===== config.mk =====
export PLATFORM = sky130hd
export DESIGN_NAME = pc_stack_flat
export DESIGN_NICKNAME = d
export VERILOG_FILES = /design/src/rtl/pc_stack_if.sv /design/src/rtl/pc_stack.sv /design/src/flat_wrapper.sv
export SDC_FILE = /design/constraint.sdc
export NUM_CORES = 1
export LEC_CHECK = 0
export CAP_MARGIN = 20
export CORE_MARGIN = 10
export CORE_UTILIZATION = 56
export CTS_CLUSTER_DIAMETER = 200
export DETAILED_ROUTE_END_ITERATION = 10
export DONT_BUFFER_PORTS = 1
export PLACE_DENSITY = 0.73
export SLEW_MARGIN = 10
export SYNTH_ARGS = -nofsm -noshare
export SYNTH_HDL_FRONTEND = slang
export SYNTH_SLANG_ARGS = --single-unit

===== constraint.sdc =====
create_clock -name clk_i -period 6.3 [get_ports clk_i]
set_clock_uncertainty 0.2 [all_clocks]
set_input_delay 1.26 -clock clk_i [delete_from_list [all_inputs] [get_ports clk_i]]
set_output_delay 1.26 -clock clk_i [all_outputs]
set_load 0.05 [all_outputs]

===== src/rtl/pc_stack_if.sv =====
// Command/status bundle for the program-counter block with its return-address stack.
// The master drives the commands and the slave (pc_stack) reports state.
interface pc_stack_if #(
    parameter int unsigned WIDTH = 16,
    parameter int unsigned DEPTH = 8
);
    localparam int unsigned SpW = $clog2(DEPTH + 1);

    logic [WIDTH-1:0] in;
    logic             clear;
    logic             load;
    logic             inc;
    logic             call;
    logic             ret;
    logic [WIDTH-1:0] out;
    logic [SpW-1:0]   sp;
    logic             empty;
    logic             full;
    logic             err;

    modport master (
        output in, clear, load, inc, call, ret,
        input  out, sp, empty, full, err
    );

    modport slave (
        input  in, clear, load, inc, call, ret,
        output out, sp, empty, full, err
    );
endinterface


===== src/rtl/pc_stack.sv =====
// Program counter with a return-address stack. Each edge performs exactly one command,
// with priority clear > call > ret > load > inc. Stack faults set a sticky err flag.
module pc_stack #(
    parameter int unsigned WIDTH = 16,
    parameter int unsigned DEPTH = 8,
    parameter int unsigned STEP  = 1
) (
    input  logic       clk_i,
    input  logic       rst_ni,
    pc_stack_if.slave  bus
);
    localparam int unsigned SpW  = $clog2(DEPTH + 1);
    localparam int unsigned IdxW = (DEPTH > 1) ? $clog2(DEPTH) : 1;
    localparam logic [WIDTH-1:0] StepW = WIDTH'(STEP);

    logic [WIDTH-1:0] out_q, out_d;
    logic [SpW-1:0]   sp_q, sp_d;
    logic             err_q, err_d;
    logic [WIDTH-1:0] stack_q [DEPTH];

    logic             push;
    logic             empty, full;
    logic [WIDTH-1:0] next_seq;
    logic [SpW-1:0]   sp_m1;
    logic [IdxW-1:0]  wr_idx, top_idx;

    assign empty    = (sp_q == '0);
    assign full     = (sp_q == SpW'(DEPTH));
    assign next_seq = out_q + StepW;
    assign sp_m1    = sp_q - SpW'(1);
    assign wr_idx   = sp_q[IdxW-1:0];
    assign top_idx  = sp_m1[IdxW-1:0];

    always_comb begin
        out_d = out_q;
        sp_d  = sp_q;
        err_d = err_q;
        push  = 1'b0;
        if (bus.clear) begin
            out_d = '0;
            sp_d  = '0;
            err_d = 1'b0;
        end else if (bus.call) begin
            if (!full) begin
                push  = 1'b1;
                out_d = bus.in;
                sp_d  = sp_q + SpW'(1);
            end else begin
                err_d = 1'b1;
            end
        end else if (bus.ret) begin
            if (!empty) begin
                out_d = stack_q[top_idx];
                sp_d  = sp_m1;
            end else begin
                err_d = 1'b1;
            end
        end else if (bus.load) begin
            out_d = bus.in;
        end else if (bus.inc) begin
            out_d = next_seq;
        end
    end

    always_ff @(posedge clk_i or negedge rst_ni) begin
        if (!rst_ni) begin
            out_q <= '0;
            sp_q  <= '0;
            err_q <= 1'b0;
        end else begin
            out_q <= out_d;
            sp_q  <= sp_d;
            err_q <= err_d;
        end
    end

    // Entries at or above sp are never read, so the storage needs no reset.
    always_ff @(posedge clk_i) begin
        if (push) begin
            stack_q[wr_idx] <= next_seq;
        end
    end

    assign bus.out   = out_q;
    assign bus.sp    = sp_q;
    assign bus.empty = empty;
    assign bus.full  = full;
    assign bus.err   = err_q;
endmodule

===== src/flat_wrapper.sv =====
// flat-port wrapper written by rule: the top's interface ports become plain ports
module pc_stack_flat 
#(
    parameter int unsigned WIDTH = 16,
    parameter int unsigned DEPTH = 8,
    parameter int unsigned STEP  = 1
)
  (clk_i, rst_ni, bus_in, bus_clear, bus_load, bus_inc, bus_call, bus_ret, bus_out, bus_sp, bus_empty, bus_full, bus_err);
  pc_stack_if #(.WIDTH(WIDTH), .DEPTH(DEPTH)) bus_i ();
  input  logic clk_i;
  input  logic rst_ni;
  input wire logic [$bits(bus_i.in)-1:0] bus_in;
  input wire logic [$bits(bus_i.clear)-1:0] bus_clear;
  input wire logic [$bits(bus_i.load)-1:0] bus_load;
  input wire logic [$bits(bus_i.inc)-1:0] bus_inc;
  input wire logic [$bits(bus_i.call)-1:0] bus_call;
  input wire logic [$bits(bus_i.ret)-1:0] bus_ret;
  output wire logic [$bits(bus_i.out)-1:0] bus_out;
  output wire logic [$bits(bus_i.sp)-1:0] bus_sp;
  output wire logic [$bits(bus_i.empty)-1:0] bus_empty;
  output wire logic [$bits(bus_i.full)-1:0] bus_full;
  output wire logic [$bits(bus_i.err)-1:0] bus_err;
  assign bus_i.in = bus_in;
  assign bus_i.clear = bus_clear;
  assign bus_i.load = bus_load;
  assign bus_i.inc = bus_inc;
  assign bus_i.call = bus_call;
  assign bus_i.ret = bus_ret;
  assign bus_out = bus_i.out;
  assign bus_sp = bus_i.sp;
  assign bus_empty = bus_i.empty;
  assign bus_full = bus_i.full;
  assign bus_err = bus_i.err;
  pc_stack #(.WIDTH(WIDTH), .DEPTH(DEPTH), .STEP(STEP)) u_core (.clk_i(clk_i), .rst_ni(rst_ni), .bus(bus_i));
endmodule

==> metrics.txt <==
run status finished, final reports clean; maximum fanout count along the critical path 10; syn nets 488; flip-flop and latch count after synthesis 149; family of cells with the greatest summed delay on the critical path flip-flops; CP cell instances inv_1, ha_1, or3b_4, inv_1; wire length of the first global-routing pass 25540 um; fin nets 494; via count of the first global-routing pass 4201; setup-violating endpoint count in the final report 0; weighted congestion reported at the end of routability-driven placement 0.8740; clock latency on the worst-skew pair 0.42 ns; data arrival time of the worst path 2.48 ns; worst slack at placement 2.566 ns; commonest register cell after synthesis edfxtp_1; leakage 2.544 nW; CTS resizes 0; area added between synthesis and finish 12.18%; post-layout minimum cycle time 3.945 ns; number of enable flip-flop cells after synthesis 128; hpwl dp 10530 um; initial cell density of the core 57.64%; cell row count 39; category of the worst setup path launch point flip-flop; number of buffers created by CTS 17; boundary pin count 46; worst setup path category reg -> out; count of maximum capacitance violations 0; Die Ht 128.9 um; clock tree from TritonCTS yes; total via count after detailed routing 4234; DR iter-0 viols 568; setup repair after global routing missed its margin no; overall routing resource usage 20.76%; clk sink count 149; portion of the post-synthesis area used by sequential elements 65.82%; Most Frequent Cell on Critical Path inv_1; max-slew violations 0; worst ir drop on vdd 0.2424 mV; die width 128.9 um; number of distinct standard cells referenced by the synthesized netlist 56; routed length on met3 1689 um; PD cells 453.3 nW/um^2; worst slew margin relative to its limit 22.88%; buffers added on ports 0; transition time at the pin with the least slew margin 1.147 ns; required time of the critical path 4.84 ns; post-synthesis average cell area 14.37 sq um; CP endpoint kind primary output; most area-hungry cell type in the Yosys netlist edfxtp_1; overflow left after global routing 0; Top Metal Used met4; antenna violations before repair 1; Worst-path clk slew 0.06 ns; cts hold-fix bufs 0; Post CTS Setup Buffer Count 0; pin count of the biggest net entering global routing 43; WP buf/inv 2; H-Tree Level Count 4; PnR worst setup slack 2.355 ns; remaining antenna violation count 0; Hold Crit Class in -> async; count of filler cells inserted in the layout 779; Syn Std Cell Area 6638 sq um; number of endpoints with negative hold slack in the final report 0; portion of the clock cycle consumed by the worst path in the final layout 62.62%; CORE AREA 11520 sq um; WL met2 7767 um; slowest stage cell, crit path dfrtp_1; Total Neg Setup Slack 0 ns; routed len/inst 26.66 um; number of standard cells after synthesis 462; routed metal-1 wire length 6549 um; number of vias per cell after detailed routing 6.785; synth top area cells edfxtp_1 (58%), mux4_2 (8.1%), dfrtp_1 (7.9%); synth warn 0; largest stage delay on the critical path 0.68 ns; buffer levels on the longest clock path 2; top-area cell type share of the netlist area 57.91%; Pre-Repair DR Iteration Count 5; routed wire length 16640 um; achievable frequency 253.5 MHz; Die Footprint 16610 sq um; layout cells sized above 1 17.26%; post-route DRC violation count 0; share of synthesized registers carrying an async set or reset 14.09%; n_diodes 0; master cell of the clock root buffer clkbuf_16
registers in the layout, summed over array words and instances (netlist names):
| register | flops |
|---|---|
| u_core.stack_q | 128 |
| u_core.bus.out | 16 |
| u_core.bus.sp | 4 |
| u_core.bus.err | 1 |
layer usage:
metal	global-route usage [%]	vias to the layer above
met3	5.667	54
met2	31.25	252
li1	-	1815
met4	10.23	0
met5	0	-
met1	27.40	2113
layout by cell type, fill, tap and decap left out, types with 3 or more instances in the layout:
cell	n
edfxtp_1	128
nand2_1	51
nor2_1	26
mux4_2	24
dfrtp_1	20
a21oi_1	19
nand3_1	17
clkbuf_16	17
mux2i_1	12
inv_1	11
xor2_1	9
o21ai_0	9
buf_4	9
xnor2_1	8
nor3_1	8
nor2b_1	7
o22ai_1	6
a311oi_1	6
clkinvlp_4	6
a221oi_1	5
a211oi_1	5
nand4_1	4
a31oi_1	4
or3_1	4
bufinv_16	4
and4_1	3
nand2b_1	3
nor3_2	3
or2_2	3
a22oi_1	3
o21a_1	3
ha_1	3
inv_6	3
metrics by stage:
stage / cells / hold WS (ns) / utilization (%) / cell area, sq um / power, mW
after floorplan: 462 / 0.4987 / - / 6638 / 2.064
after global placement: 591 / 0.5401 / 59.06 / 6802 / 2.270
after detailed placement: 592 / 0.5553 / 59.19 / 6817 / 2.292
after CTS: 624 / 0.3254 / 64.66 / 7446 / 3.368
after global routing: 624 / 0.3168 / 64.66 / 7446 / 3.495
final: 624 / 0.3312 / 64.66 / 7446 / 3.375
final timing paths:
path | end | cells past startpoint | slack [ns] | startpoint
setup reg to reg | u_core.stack_q[1][5] | 8 | 2.49 | u_core.bus.sp[1]
setup / recovery | bus_empty | 4 | 2.36 | u_core.bus.sp[1]
max in group asynchronous | u_core.bus.sp[0] | 0 | 5.48 | rst_ni
hold / removal | u_core.bus.sp[1] | 0 | 0.33 | rst_ni
hold reg to reg | u_core.bus.out[7] | 4 | 0.56 | u_core.stack_q[3][7]
min in group clk_i | u_core.bus.out[7] | 4 | 0.56 | u_core.stack_q[3][7]
cells by family after synthesis:
group,Yosys count,share of synthesized area [%]
flip-flops,149,65.82
AND/OR/NAND/NOR,141,10.08
AO/OA/AOI/OAI,78,8.407
multiplexers,38,10.29
buffers and inverters,35,2.337
XOR/XNOR,18,2.488
adder cells (fa/ha/maj),3,0.5656
cell usage after synthesis (all sizes together) (2+ instances only):
cell type	count
edfxtp	128
nor3	11
or3	4
mux2	2
inv	11
a31oi	4
a21oi	19
nand2b	3
a311oi	6
a211oi	6
a41oi	2
mux4	24
nand3b	2
a22oi	3
nor2	28
o31ai	2
a21o	2
dfrtp	21
a2111oi	2
nand3	17
nand4	4
nor2b	7
and2	3
or2	3
o21a	3
nor4	2
nand2	51
ha	3
xnor2	8
clkbuf	10
o22ai	6
xor2	10
buf	13
o21ai	9
or3b	2
mux2i	12
a221oi	6
and4	3
where the power goes:
group / switching [mW] / internal (mW) / total, mW
Combinational: 0.551 / 0.324 / 0.875
Clock: 0.400 / 0.666 / 1.07
Sequential: 0.215 / 1.22 / 1.43
Total: 1.17 / 2.21 / 3.38
layout make-up:
cell class / count / area (sq um) / area share [%]
flip-flops and latches: 149 / 4370 / 58.70
multi-input cells: 278 / 2140 / 28.73
clock buffers: 18 / 429.2 / 5.764
clock inverters: 14 / 200.2 / 2.689
well taps: 143 / 178.9 / 2.403
repair buffers: 10 / 82.58 / 1.109
inverters: 12 / 45.04 / 0.6049
Note: power is estimated with default switching activity, not from simulation.
